### config.mk
export PLATFORM = sky130hd
export DESIGN_NAME = fpu_rept
export DESIGN_NICKNAME = d
export VERILOG_FILES = /design/src/rtl/fpu_rept.sv
export SDC_FILE = /design/constraint.sdc
export NUM_CORES = 1
export LEC_CHECK = 0
export CAP_MARGIN = 10
export CORE_MARGIN = 1.5
export CORE_UTILIZATION = 33
export CTS_BUF_LIST = sky130_fd_sc_hd__clkbuf_8
export DETAILED_ROUTE_END_ITERATION = 10
export GPL_TIMING_DRIVEN = 0
export PLACE_DENSITY = 0.82
export SLEW_MARGIN = 30
export SYNTH_ARGS = -nofsm -noshare
export SYNTH_HDL_FRONTEND = slang
export SYNTH_SLANG_ARGS = --single-unit
### constraint.sdc
create_clock -name clk -period 1.29 [get_ports clk]
set_input_delay 0.1935 -clock clk [delete_from_list [all_inputs] [get_ports clk]]
set_output_delay 0.1935 -clock clk [all_outputs]
set_load 0.02 [all_outputs]
### src/rtl/fpu_rept.sv
// Rounder front-end: reduces a 128-bit normalized significand to the
// guard-extended significand at double/single precision plus a sticky bit.
module fpu_rept (
  input  logic         clk,
  input  logic         rst,
  input  logic         in_valid,
  input  logic [127:0] fn,
  input  logic         db,
  output logic         out_valid,
  output logic [54:0]  f1
);

  logic        out_valid_q, out_valid_d;
  logic [54:0] f1_q, f1_d;
  logic        sticky_dbl, sticky_sgl;

  // Sticky gathers every bit below the guard position of the selected format.
  assign sticky_dbl = |fn[73:0];
  assign sticky_sgl = |fn[102:0];

  always_comb begin
    f1_d        = f1_q;
    out_valid_d = in_valid;
    if (in_valid) begin
      if (db) begin
        f1_d = {fn[127:74], sticky_dbl};
      end else begin
        f1_d = {fn[127:103], sticky_sgl, 29'b0};
      end
    end
  end

  always_ff @(posedge clk) begin
    if (rst) begin
      out_valid_q <= 1'b0;
      f1_q        <= '0;
    end else begin
      out_valid_q <= out_valid_d;
      f1_q        <= f1_d;
    end
  end

  assign out_valid = out_valid_q;
  assign f1        = f1_q;

endmodule

# Yosys cells after proc, flatten, opt, wreduce, memory -nomap -nowiden
# Index checks and enable logic that the tools add are counted.
[word_totals] regBits=56 in_bits=132 output_inout_bits=56 elab_cells=5
[classes] n_mux=1 n_reduce_logical=2
[op_table] operator="$reduce_or 103->1" count=1
[op_table] operator="$reduce_or 74->1" count=1
[op_table] operator="$mux 30" count=1

# Depth between registers and ports, before layout
[depth] ltp_word=2 ltp_mapped=5 mapped_depth_nobuf=5

# Worst setup path before layout
# OpenSTA, ideal clock, no wires.
[synth_path] path_kind="input-to-reg" from="input fn[1]" to="register f1_q[0], in the netlist f1[0]" setup_time_ns=0.115 arrival_time_ns=0.986 required_ns=1.175 setup_slack_ns=0.189 path_stages=5 n_path_buf=0 path_cell_list="nor4_1 > nand4_1 > nor3_2 > a21oi_1 > o21ba_1"
[synth_between] elab_chain_len=2
[synth_rtl] item="from (decl)" line="7" text="input logic [127:0] fn,"
[synth_rtl] item="$reduce_or 74->1" line="18" text="assign sticky_dbl = |fn[73:0];"
[synth_rtl] item="$mux 30" line="25" text="if (db) begin"
[synth_rtl] item="to (signal assigned)" line="36" text="f1_q <= '0;"
[synth_rtl] item="to (signal assigned)" line="39" text="f1_q <= f1_d;"
[synth_rtl] item="to (decl)" line="14" text="logic [54:0] f1_q, f1_d;"
# No other way between the ends.
# A chain may end at the register's enable or synchronous reset.

# Worst setup path after layout
[layout_path] from="input fn[2]" to="register f1_q[0], in the netlist f1[0]"
# Same word-level chain as after synthesis.

==> impl_summary.log <==
[metrics] number of global-route vias before repair: 2604
[metrics] switching share of power: 0.245
[metrics] wire per inst: 16.3 µm
[metrics] endpoints failing setup: 2
[metrics] final number of max-transition violations: 0
[metrics] most frequently used flop master after synthesis: sky130_fd_sc_hd__dfxtp_1
[metrics] flop-to-flop setup slack: 0.20 ns
[metrics] critical-path maximum fanout: 2
[metrics] area of the die: 0.00735 mm²
[metrics] met2 global-route usage: 0.371
[metrics] number of nets in the final layout: 577
[metrics] instance count of the mapped netlist: 252
[metrics] mapped cell area: 0.00226 mm²
[metrics] actual slew at the worst max-slew pin: 0.467 ns
[metrics] largest net degree at the start of global routing: 17
[metrics] Clock Path Buffers: 2
[metrics] Worst Setup Start Kind: primary input
[metrics] num rows: 29
[metrics] area share of the largest cell type after synthesis: 0.497
[metrics] worst ir drop on vdd: 0.796 mV
[metrics] die width: 85.7 µm
[metrics] initial antenna violation count: 0
[metrics] Std-Cell Core Area: 0.00649 mm²
[metrics] Slowest Stage Delay on Critical Path: 0.46 ns
[metrics] Worst Skew: 0 ns
[metrics] start-to-end type of the worst setup path: in2reg
[metrics] Logic pwr share: 0.229
[metrics] clock tree root buffer cell: sky130_fd_sc_hd__clkbuf_8
[metrics] effective utilization at floorplan: 0.348
[metrics] area used by sequential logic in the layout: 0.00112 mm²
[metrics] met3 Usage GRT: 0.0712
[metrics] final setup slack of the worst path: -0.0245 ns
[metrics] fraction of final layout cells sized beyond drive strength 1: 0.0807
[metrics] area growth from synthesis to layout: 97.8%
[metrics] diode insertion count for antenna repair: 0
[metrics] area occupied by multi-input gates: 0.00117 mm²
[metrics] post-route fraction of the period consumed by the critical path: 1.02
[metrics] family with the most delay on the worst path: simple AND/OR/NAND/NOR gates
[metrics] cells traversed along the worst timing path: clkdlybuf4s50_1, nor4_2, nand4_1, nor3_2, a21oi_1, o21ba_1
[metrics] pre-CTS setup slack: -0.408 ns
[metrics] quantity of hold-fixing buffers added after cts: 0
[metrics] Clk Latency, worst-skew pair: 0.30 ns
[metrics] final cell utilization of the core: 0.688
[metrics] leakage power: 2.17 nW
[metrics] time the worst path needs with I/O delays and setup: 1.31 ns
[metrics] aggregate negative setup slack: -0.0402 ns
[metrics] number of cells on the worst reg-to-reg path: 5
[metrics] type of the tightest min-delay check: in2reg
[metrics] number of vias per cell after detailed routing: 4.94
[metrics] max-slew headroom at the worst pin: 0.689
[metrics] final instance area: 0.00447 mm²
[metrics] Post-Synthesis Mean Instance Area: 8.96 µm²
[metrics] proportion of register bits with asynchronous set or reset after synthesis: 0
[metrics] Filler Cells Inserted: 551
[metrics] register bit count reported by yosys: 56
[metrics] global-route total usage across every layer: 0.212
[metrics] Post-Route Hold Slack: 0.287 ns
[metrics] GRT busiest layer: met2
[metrics] placed cell count: 515
[metrics] wire length of the first global-routing pass: 12500 µm
[metrics] # clock sinks: 56
[metrics] # Max-Cap Violations: 0
[metrics] net count after synthesis: 384
[metrics] Yosys warning count: 0
[metrics] switching power total: 0.980 mW
[metrics] overall power of the completed layout: 4.00 mW
[metrics] number of synthesized flops with an enable pin: 0
[metrics] failing checks: setup timing
[metrics] clock network fraction of design power: 0.309
[metrics] Yosys top cell by area: sky130_fd_sc_hd__dfxtp_1
[metrics] total wire length after detailed routing: 8520 µm
[metrics] sequential-to-total area share from yosys stat: 0.497
[metrics] M1 GR Usage: 0.252
[metrics] nature of the critical path endpoint: flop
[metrics] most numerous cell types in the synthesized netlist: sky130_fd_sc_hd__dfxtp_1 (56), sky130_fd_sc_hd__nor2_1 (56), sky130_fd_sc_hd__nor2b_1 (31)
[metrics] length of the first detailed-routing pass in iterations: 4
[metrics] result of the run: finished, violations left
[metrics] arrival time reported for the critical path endpoint: 1.52 ns
[metrics] CTS H-tree depth: 2
[metrics] vertical extent of the die: 85.7 µm
[metrics] number of standard cells in the layout, taps in and fillers out: 523
[metrics] achievable clock frequency: 0.761 GHz
[metrics] P per Cell Area: 896 mW/mm²
[metrics] post-detailed-route count of antenna-violating nets: 0
[metrics] Buf/Inv on CP: 1
[metrics] HPWL after detailed placement: 6350 µm
[metrics] DR vias: 2585
[metrics] Final Wtd Congestion: 0.806
[metrics] DRC Markers: 0
[metrics] number of port buffers: 186
[metrics] clock-pin slew reported for the worst setup and hold paths after clock tree synthesis: 0.10 ns
[metrics] post-place instance area: 0.00422 mm²
[metrics] number of design-rule violations left by the first detailed-router iteration: 66
[metrics] total count of hold-check failures in the final report: 0
[metrics] Cell variety after synth: 20
[metrics] critical path depth: 6
[metrics] unrepaired setup endpoints after global routing: true
[metrics] Critical Path RT: 1.49 ns
[metrics] TritonCTS clock tree: yes
[metrics] Internal Pwr Total: 3.02 mW
[metrics] worst hold path depth: 2
[metrics] GR Overflow Total: 0
[metrics] cell types with the largest area share after synthesis: sky130_fd_sc_hd__dfxtp_1 (50%), sky130_fd_sc_hd__mux2i_1 (11%), sky130_fd_sc_hd__nor2_1 (9.3%)
[metrics] I/O pin cnt: 188
[metrics] number of clock buffers inserted by TritonCTS: 5
[metrics] cell type of the slowest stage on the worst timing path: sky130_fd_sc_hd__clkdlybuf4s50_1
[metrics] portion of total power attributed to sequential cells: 0.463
repair_timing:
| action | 4_1_cts | 5_1_grt |
|---|---|---|
| pin swaps | 10 | 23 |
| resized for setup | 74 | 50 |
| setup endpoints to repair | 59 | 43 |
| cloned | 0 | 0 |
| buffers inserted | 0 | 0 |
worst paths after layout:
kind                  startpoint                   to
min                          rst  f1[54]$_SDFFE_PP0P_
max                        fn[2]   f1[0]$_SDFFE_PP0P_
max reg2reg  f1[29]$_SDFFE_PP0P_  f1[29]$_SDFFE_PP0P_
min reg2reg  f1[36]$_SDFFE_PP0P_  f1[36]$_SDFFE_PP0P_
cells in the final DEF (no fill, tap or decap), types with 2 or more instances in the layout:
master	n
sky130_fd_sc_hd__a21oi_1	27
sky130_fd_sc_hd__nor2_1	55
sky130_fd_sc_hd__buf_6	5
sky130_fd_sc_hd__nor2b_1	31
sky130_fd_sc_hd__mux2i_1	25
sky130_fd_sc_hd__clkbuf_8	7
sky130_fd_sc_hd__clkdlybuf4s50_1	92
sky130_fd_sc_hd__dlymetal6s2s_1	28
sky130_fd_sc_hd__a21oi_2	2
sky130_fd_sc_hd__nand4_1	6
sky130_fd_sc_hd__dlygate4sd2_1	66
sky130_fd_sc_hd__dfxtp_1	56
sky130_fd_sc_hd__nor4_1	10
sky130_fd_sc_hd__nor4_2	14
sky130_fd_sc_hd__clkbuf_1	7
state kept, by name, indices dropped and copies added, names as in the netlist:
signal	count
f1	55
out_valid	1
cell type report:
type	count	share of cell area
Clock buffer	7	0.0216
Sequential cell	56	0.251
Buffer	15	0.0221
Tap cell	77	0.0216
Clock inverter	1	0.00672
Timing Repair Buffer	186	0.414
Multi-Input combinational cell	181	0.263
worst register-to-register path: stages, from the launching register on:
cell,delay (ns)
sky130_fd_sc_hd__dfxtp_1,0.35
sky130_fd_sc_hd__nor2b_1,0.13
sky130_fd_sc_hd__nor3_1,0.13
sky130_fd_sc_hd__nand4_1,0.13
sky130_fd_sc_hd__nor2_1,0.14
sky130_fd_sc_hd__a211oi_2,0.07
power groups by stage:
stage | sequential, mW | combinational, mW | clock (mW)
final | 1.85 | 0.914 | 1.24
after global routing | 1.86 | 0.974 | 1.33
after CTS | 1.85 | 0.897 | 1.27
after detailed placement | 1.89 | 0.950 | 0
after global placement | 1.89 | 0.937 | 0
after floorplan | 2.00 | 0.211 | 0
logic make-up after synthesis:
kind of cell,count (synthesis),synth area share
flip-flops,56,0.497
buffers and inverters,15,0.0333
AO/OA/AOI/OAI,32,0.0748
multiplexers,25,0.111
AND/OR/NAND/NOR,124,0.284
routing by layer:
layer | share of wire | routed length [µm]
met2 | 0.50 | 4270
met1 | 0.40 | 3390
met4 | 0.015 | 127
met5 | 0 | 0
met3 | 0.085 | 728
No activity file was read; power rests on OpenSTA's default activity.
